`config.mk`:
```
export PLATFORM = sky130hd
export DESIGN_NAME = countdown_timer_dp
export DESIGN_NICKNAME = d
export VERILOG_FILES = /design/src/rtl/countdown_timer_dp.sv
export SDC_FILE = /design/constraint.sdc
export NUM_CORES = 1
export LEC_CHECK = 0
export CAP_MARGIN = 5
export CORE_UTILIZATION = 33
export DETAILED_ROUTE_END_ITERATION = 10
export PLACE_DENSITY = 0.59
export SLEW_MARGIN = 20
export SYNTH_ARGS = -nofsm -noshare
export SYNTH_HDL_FRONTEND = slang
export SYNTH_SLANG_ARGS = --single-unit
```
`constraint.sdc`:
```
create_clock -name clk -period 2.4 [get_ports clk]
set_clock_uncertainty 0.1 [all_clocks]
set_input_delay 0.36 -clock clk [delete_from_list [all_inputs] [get_ports clk]]
set_output_delay 0.36 -clock clk [all_outputs]
set_load 0.1 [all_outputs]
```
`src/rtl/countdown_timer_dp.sv`:
```
// rtl/countdown_timer_dp.sv - hh:mm:ss:cc countdown timer datapath/control, optional TIMER_AUTORELOAD_EN
module countdown_timer_dp #(
  parameter int FCOUNT = 1_000_000
) (
  input  logic       clk,
  input  logic       rst_n,
  input  logic       load,
  input  logic [4:0] set_hour,
  input  logic [5:0] set_min,
  input  logic [5:0] set_sec,
  input  logic [6:0] set_msec,
  input  logic       run_stop,
  input  logic       clear,
  input  logic       option,
  output logic [6:0] low_digit,
  output logic [5:0] high_digit,
  output logic       busy,
  output logic       done
);
  localparam int PW = (FCOUNT > 1) ? $clog2(FCOUNT) : 1;
  localparam logic [PW-1:0] PMAX = PW'(FCOUNT - 1);

  typedef enum logic [1:0] {IDLE, RUN, PAUSE, DONE} state_t;
  state_t state, state_nx;

  logic [PW-1:0] presc;
  logic [4:0] pre_h, cnt_h, ld_h, dec_h;
  logic [5:0] pre_m, cnt_m, ld_m, dec_m;
  logic [5:0] pre_s, cnt_s, ld_s, dec_s;
  logic [6:0] pre_c, cnt_c, ld_c, dec_c;
  logic b_c, b_s, b_m;
  logic tick, at_one, cnt_nz, preset_nz;
  logic do_load, do_reload, do_zero, do_dec, presc_clr, presc_run, expire;

  assign ld_h = (set_hour > 5'd23) ? 5'd23 : set_hour;
  assign ld_m = (set_min  > 6'd59) ? 6'd59 : set_min;
  assign ld_s = (set_sec  > 6'd59) ? 6'd59 : set_sec;
  assign ld_c = (set_msec > 7'd99) ? 7'd99 : set_msec;

  assign tick      = (presc == PMAX);
  assign at_one    = (cnt_h == 5'd0) && (cnt_m == 6'd0) && (cnt_s == 6'd0) && (cnt_c == 7'd1);
  assign cnt_nz    = |{cnt_h, cnt_m, cnt_s, cnt_c};
  assign preset_nz = |{pre_h, pre_m, pre_s, pre_c};

  // Borrow chain for one centisecond decrement; hours never underflow since RUN is never entered at zero
  always_comb begin
    b_c   = (cnt_c == 7'd0);
    dec_c = b_c ? 7'd99 : cnt_c - 7'd1;
    dec_s = cnt_s;
    if (b_c) dec_s = (cnt_s == 6'd0) ? 6'd59 : cnt_s - 6'd1;
    b_s   = b_c && (cnt_s == 6'd0);
    dec_m = cnt_m;
    if (b_s) dec_m = (cnt_m == 6'd0) ? 6'd59 : cnt_m - 6'd1;
    b_m   = b_s && (cnt_m == 6'd0);
    dec_h = cnt_h;
    if (b_m) dec_h = (cnt_h == 5'd0) ? 5'd23 : cnt_h - 5'd1;
  end

  // Next state and datapath strobes; priority clear > load > run_stop > counting
  always_comb begin
    state_nx  = state;
    do_load   = 1'b0;
    do_reload = 1'b0;
    do_zero   = 1'b0;
    do_dec    = 1'b0;
    presc_clr = 1'b0;
    presc_run = 1'b0;
    expire    = 1'b0;
    if (clear) begin
      state_nx  = IDLE;
      do_reload = 1'b1;
      presc_clr = 1'b1;
    end else if (load && (state == IDLE || state == DONE)) begin
      state_nx = IDLE;
      do_load  = 1'b1;
    end else if (run_stop) begin
      case (state)
        IDLE:  if (cnt_nz) begin state_nx = RUN; presc_clr = 1'b1; end
        RUN:   state_nx = PAUSE;
        PAUSE: state_nx = RUN;
        DONE:  if (preset_nz) begin state_nx = RUN; do_reload = 1'b1; presc_clr = 1'b1; end
        default: state_nx = IDLE;
      endcase
    end else if (state == RUN) begin
      presc_run = 1'b1;
      if (tick) begin
        if (at_one) begin
          expire = 1'b1;
`ifdef TIMER_AUTORELOAD_EN
          do_reload = 1'b1;
`else
          do_zero  = 1'b1;
          state_nx = DONE;
`endif
        end else begin
          do_dec = 1'b1;
        end
      end
    end
  end

  // State register
  always_ff @(posedge clk or negedge rst_n) begin
    if (!rst_n) state <= IDLE;
    else        state <= state_nx;
  end

  // Prescaler: runs only in RUN, wraps on tick
  always_ff @(posedge clk or negedge rst_n) begin
    if (!rst_n)         presc <= '0;
    else if (presc_clr) presc <= '0;
    else if (presc_run) presc <= tick ? '0 : presc + PW'(1);
  end

  // Preset capture of clamped load values
  always_ff @(posedge clk or negedge rst_n) begin
    if (!rst_n) begin
      pre_h <= '0; pre_m <= '0; pre_s <= '0; pre_c <= '0;
    end else if (do_load) begin
      pre_h <= ld_h; pre_m <= ld_m; pre_s <= ld_s; pre_c <= ld_c;
    end
  end

  // Counter registers: load, reload from preset, zero on expiry, or decrement
  always_ff @(posedge clk or negedge rst_n) begin
    if (!rst_n) begin
      cnt_h <= '0; cnt_m <= '0; cnt_s <= '0; cnt_c <= '0;
    end else if (do_load) begin
      cnt_h <= ld_h; cnt_m <= ld_m; cnt_s <= ld_s; cnt_c <= ld_c;
    end else if (do_reload) begin
      cnt_h <= pre_h; cnt_m <= pre_m; cnt_s <= pre_s; cnt_c <= pre_c;
    end else if (do_zero) begin
      cnt_h <= '0; cnt_m <= '0; cnt_s <= '0; cnt_c <= '0;
    end else if (do_dec) begin
      cnt_h <= dec_h; cnt_m <= dec_m; cnt_s <= dec_s; cnt_c <= dec_c;
    end
  end

  // Done pulse registered one cycle after the expiring tick
  always_ff @(posedge clk or negedge rst_n) begin
    if (!rst_n) done <= 1'b0;
    else        done <= expire;
  end

  assign busy       = (state == RUN) || (state == PAUSE);
  assign low_digit  = option ? {1'b0, cnt_m} : cnt_c;
  assign high_digit = option ? {1'b0, cnt_h} : cnt_s;
endmodule

```
==> impl_metrics.ini <==
[clock_tree]
cts.clk_slew.worst_paths_ns = 0.06
cts_root_buf = clkbuf_16
h_tree_levels = 3
clockBufferDepth = 2
cts-buffers-inserted = 9
clock_tree_from_tritoncts = yes
clock_insertion_delay_worst_skew_ns = 0.35
cts_num_sinks = 71

[global_routing]
number_of_global_route_vias_before_repair = 4299
antenna_violations_before_repair = 0
global_route_usage_over_all_layers_pct = 20.7
grt_pass1_wl_mm = 22.5
grt_start_max_net_pins = 50
grt_overflow = 0

[synth]
area_of_the_mapped_netlist_um2 = 4470
count_of_synthesis_stage_warnings_from_yosys = 0
synth.net_count = 554
synth_edf_count = 0
synth.top_cells.by_area = dfrtp_1 (40%), nand2_1 (8.5%), ha_1 (3.6%)
postSynth.asyncResetShare_pct = 100
yosysMostFrequentCell = nand2_1
netlist_top_cells_count = nand2_1 (101), dfrtp_1 (71), nor2_1 (40)
yosys.cell_types.count = 67
dominant_synthesized_flop_cell = dfrtp_1
synthDominantCellAreaShare_pct = 39.7
synth_seq_cells = 71
synth_cells = 511
syn_avg_cell_area_um2 = 8.75
synthDominantAreaCellType = dfrtp_1
part_of_the_yosys_area_used_for_sequential_elements_pct = 39.7

[routing]
drt.antenna.violating_nets = 0
detail_route.drc_violations = 0
detailroute.via_count = 4478
dr.pass1.iters = 5
finalWirelength_mm = 14.1
initial_drc_count = 294
route.detailed.vias_per_inst = 5.41
route.detailed.wl_per_inst_um = 17.0

[floorplanning]
top_level_ports = 45
fp-row-count = 42
dieWidth_um = 118
initial_utilization_pct = 33.8
placeableCoreArea_um2 = 13200
fp.dieArea_um2 = 14000
die_height_um = 118

[layout]
num-nets-final = 690
multiInputGateArea_um2 = 2660
insertedDiodeCount = 0
drive_above_1_share_pct = 27.6
sequential_cell_area_um2 = 1780
final_design_area_no_fill_um2 = 6420
syn_to_final_growth_pct = 43.5
fillers = 1312

[setup_path]
cp_peak_stage_delay_ns = 0.39
critical_path_peak_fanout = 5
critPathRequiredTime_ns = 2.53
critPathSlowestCell = dfrtp_1
timing.critical_path.cells = inv_2, ha_4, nor4b_4, nand2_2, nor4_4, nand4_4, buf_4, a31oi_4, mux2_4
end_kind = flip-flop
worst-r2r-cell-count = 9
crit_type = flip-flop to flip-flop
worst_ep_arrival_time_ns = 2.56
critical_path_end = cnt_h[3]
reg2reg_setup_slack_ns = -0.03
reg2reg_to = cnt_h[3]
start_kind = flip-flop
worst_setup_path_startpoint = cnt_h[1]
reg2reg_from = cnt_h[1]

[timing]
rsz0062_at_grt = yes
smallest_hold_slack_ns = 0.408
setup_viol = 4
min_period_over_period_pct = 101
final_count_of_hold_timing_violations = 0
timing_worst_slew_pin_value_ns = 0.589
fmaxAchievable_mhz = 412
timing.slew.headroom_pct = 60.7
report.final.slew_viol_count = 0
fin_ws_ns = -0.0296
final_period_minus_worst_setup_slack_ns = 2.43

[place]
dp.final_hpwl_mm = 10.7
placed_area_um2 = 5900
placement.io_buffers = 44
gp_routability_congestion = 0.934

[power]
p_leak_nw = 2.91
irDropWorstVdd_uv = 424
p_per_area_nw_per_um2 = 1010
combinationalPowerShare_pct = 50.1
total_switching_power_w = 0.00269
power_frac_clock_pct = 22.6
netSwitchingFraction_pct = 41.3
p_seq_share_pct = 27.3
intPower_w = 0.00382

[status]
violations_in_the_final_reports = setup timing
run_status = finished, violations left

[run]
drv_cap = 0

[min_path]
worstHoldPathType = flip-flop to flip-flop
## registers in the layout (all words and copies together), names as in the netlist
register and flops:
pre_c 7, cnt_h 5, done 1, state 2, cnt_s 6, cnt_c 7, pre_m 6, pre_h 5
pre_s 6, cnt_m 6, presc 20
## logic make-up after synthesis
kind of cell,Yosys count,synth area share [%]
buf+inv,36,3.52
compound gates,126,20.5
xor+xnor,13,2.55
flops,71,39.7
mux,9,2.24
fa+ha+maj,13,3.64
simple gates,243,27.8
## area by class of cell
cell class,instances,area share [%]
clock inverters,6,1.31
flip-flops and latches,71,27.7
clock buffers,10,3.72
multi-input cells,404,41.4
well taps,176,3.43
inverters,18,1.05
repair buffers,143,21.4
## routing by layer
layer / routed length (um) / GRT usage, % / share of wire, % / vias to the layer above
met3: 705 / 2.99 / 5.0 / 18
met1: 6640 / 29.0 / 47 / 2179
met4: 221 / 8.78 / 1.6 / 0
met2: 6520 / 31.7 / 46 / 136
met5: 0 / 0 / 0 / -
li1: - / - / - / 2145
## what timing repair did
item / CTS / global route
hold buffers: 1 / 0
setup buffers: 2 / 11
gates resized for setup: 7 / 20
cloned: 0 / 1
pin swaps: 2 / 18
hold endpoints to repair: 22 / 0
setup endpoints to repair: 26 / 34
## worst min path at each step
stage,from,end,depth (start not counted)
after floorplan,rst_n,cnt_c[0],0
after global placement,rst_n,presc[16],1
after detailed placement,rst_n,presc[16],1
after CTS,pre_s[2],pre_s[2],2
after global routing,pre_s[3],pre_s[3],2
final,pre_s[5],pre_s[5],2
## cells in the final DEF (no fill, tap or decap), types with 3 or more instances in the layout
cell type,netlist,layout
inv_2,1,5
a21oi_1,27,27
a22oi_1,9,8
o32a_1,4,4
buf_12,0,17
dfrtp_1,71,71
nand2_1,101,99
buf_6,2,5
or3_1,3,3
clkdlybuf4s50_1,0,28
nor2b_1,5,4
nand3_1,21,19
a31oi_1,11,11
mux2_2,7,7
o21ai_1,8,13
buf_4,0,90
clkbuf_16,0,9
nand4_1,12,12
nor2_1,40,40
o22a_1,6,6
and3_1,6,6
nor4_1,11,10
clkinv_2,0,3
a31oi_4,3,3
xor2_1,12,12
ha_1,13,11
o31ai_1,3,3
and4_1,5,5
nor3_1,14,12
nor3_2,2,4
o21ai_2,1,3
a22o_1,11,11
inv_1,17,13
a311oi_1,3,3
o21ai_0,22,15
## worst max-delay path: cells and delay by family (launching register included)
kind | cells | cell delay (ns)
and+or+nand+nor | 4 | 0.90
DFF | 1 | 0.39
AOI/OAI and AO/OA | 1 | 0.19
adders and majority gates | 1 | 0.14
buffers and inverters | 2 | 0.27
muxes | 1 | 0.32
## power by group through the flow
stage / Combinational, W / Clock (W) / Sequential, W
after detailed placement: 0.00315 / 0 / 0.00177
after CTS: 0.00319 / 0.00150 / 0.00177
after floorplan: 0.00180 / 0 / 0.00178
after global routing: 0.00349 / 0.00155 / 0.00182
final: 0.00326 / 0.00147 / 0.00178
after global placement: 0.00312 / 0 / 0.00177
## per-stage QoR
stage	setup WS, ns	power, W	instances	utilization [%]	setup TNS, ns
after global placement	-0.246	0.00489	799	44.6	-4.91
final	-0.0296	0.00651	828	48.5	-0.0685
after CTS	-0.000756	0.00647	818	47.5	-0.000756
after global routing	-0.191	0.00685	828	48.5	-2.65
after detailed placement	-0.328	0.00492	799	44.6	-6.50
after floorplan	-0.188	0.00358	511	-	-1.11
Note: power is estimated with default switching activity, not from simulation.
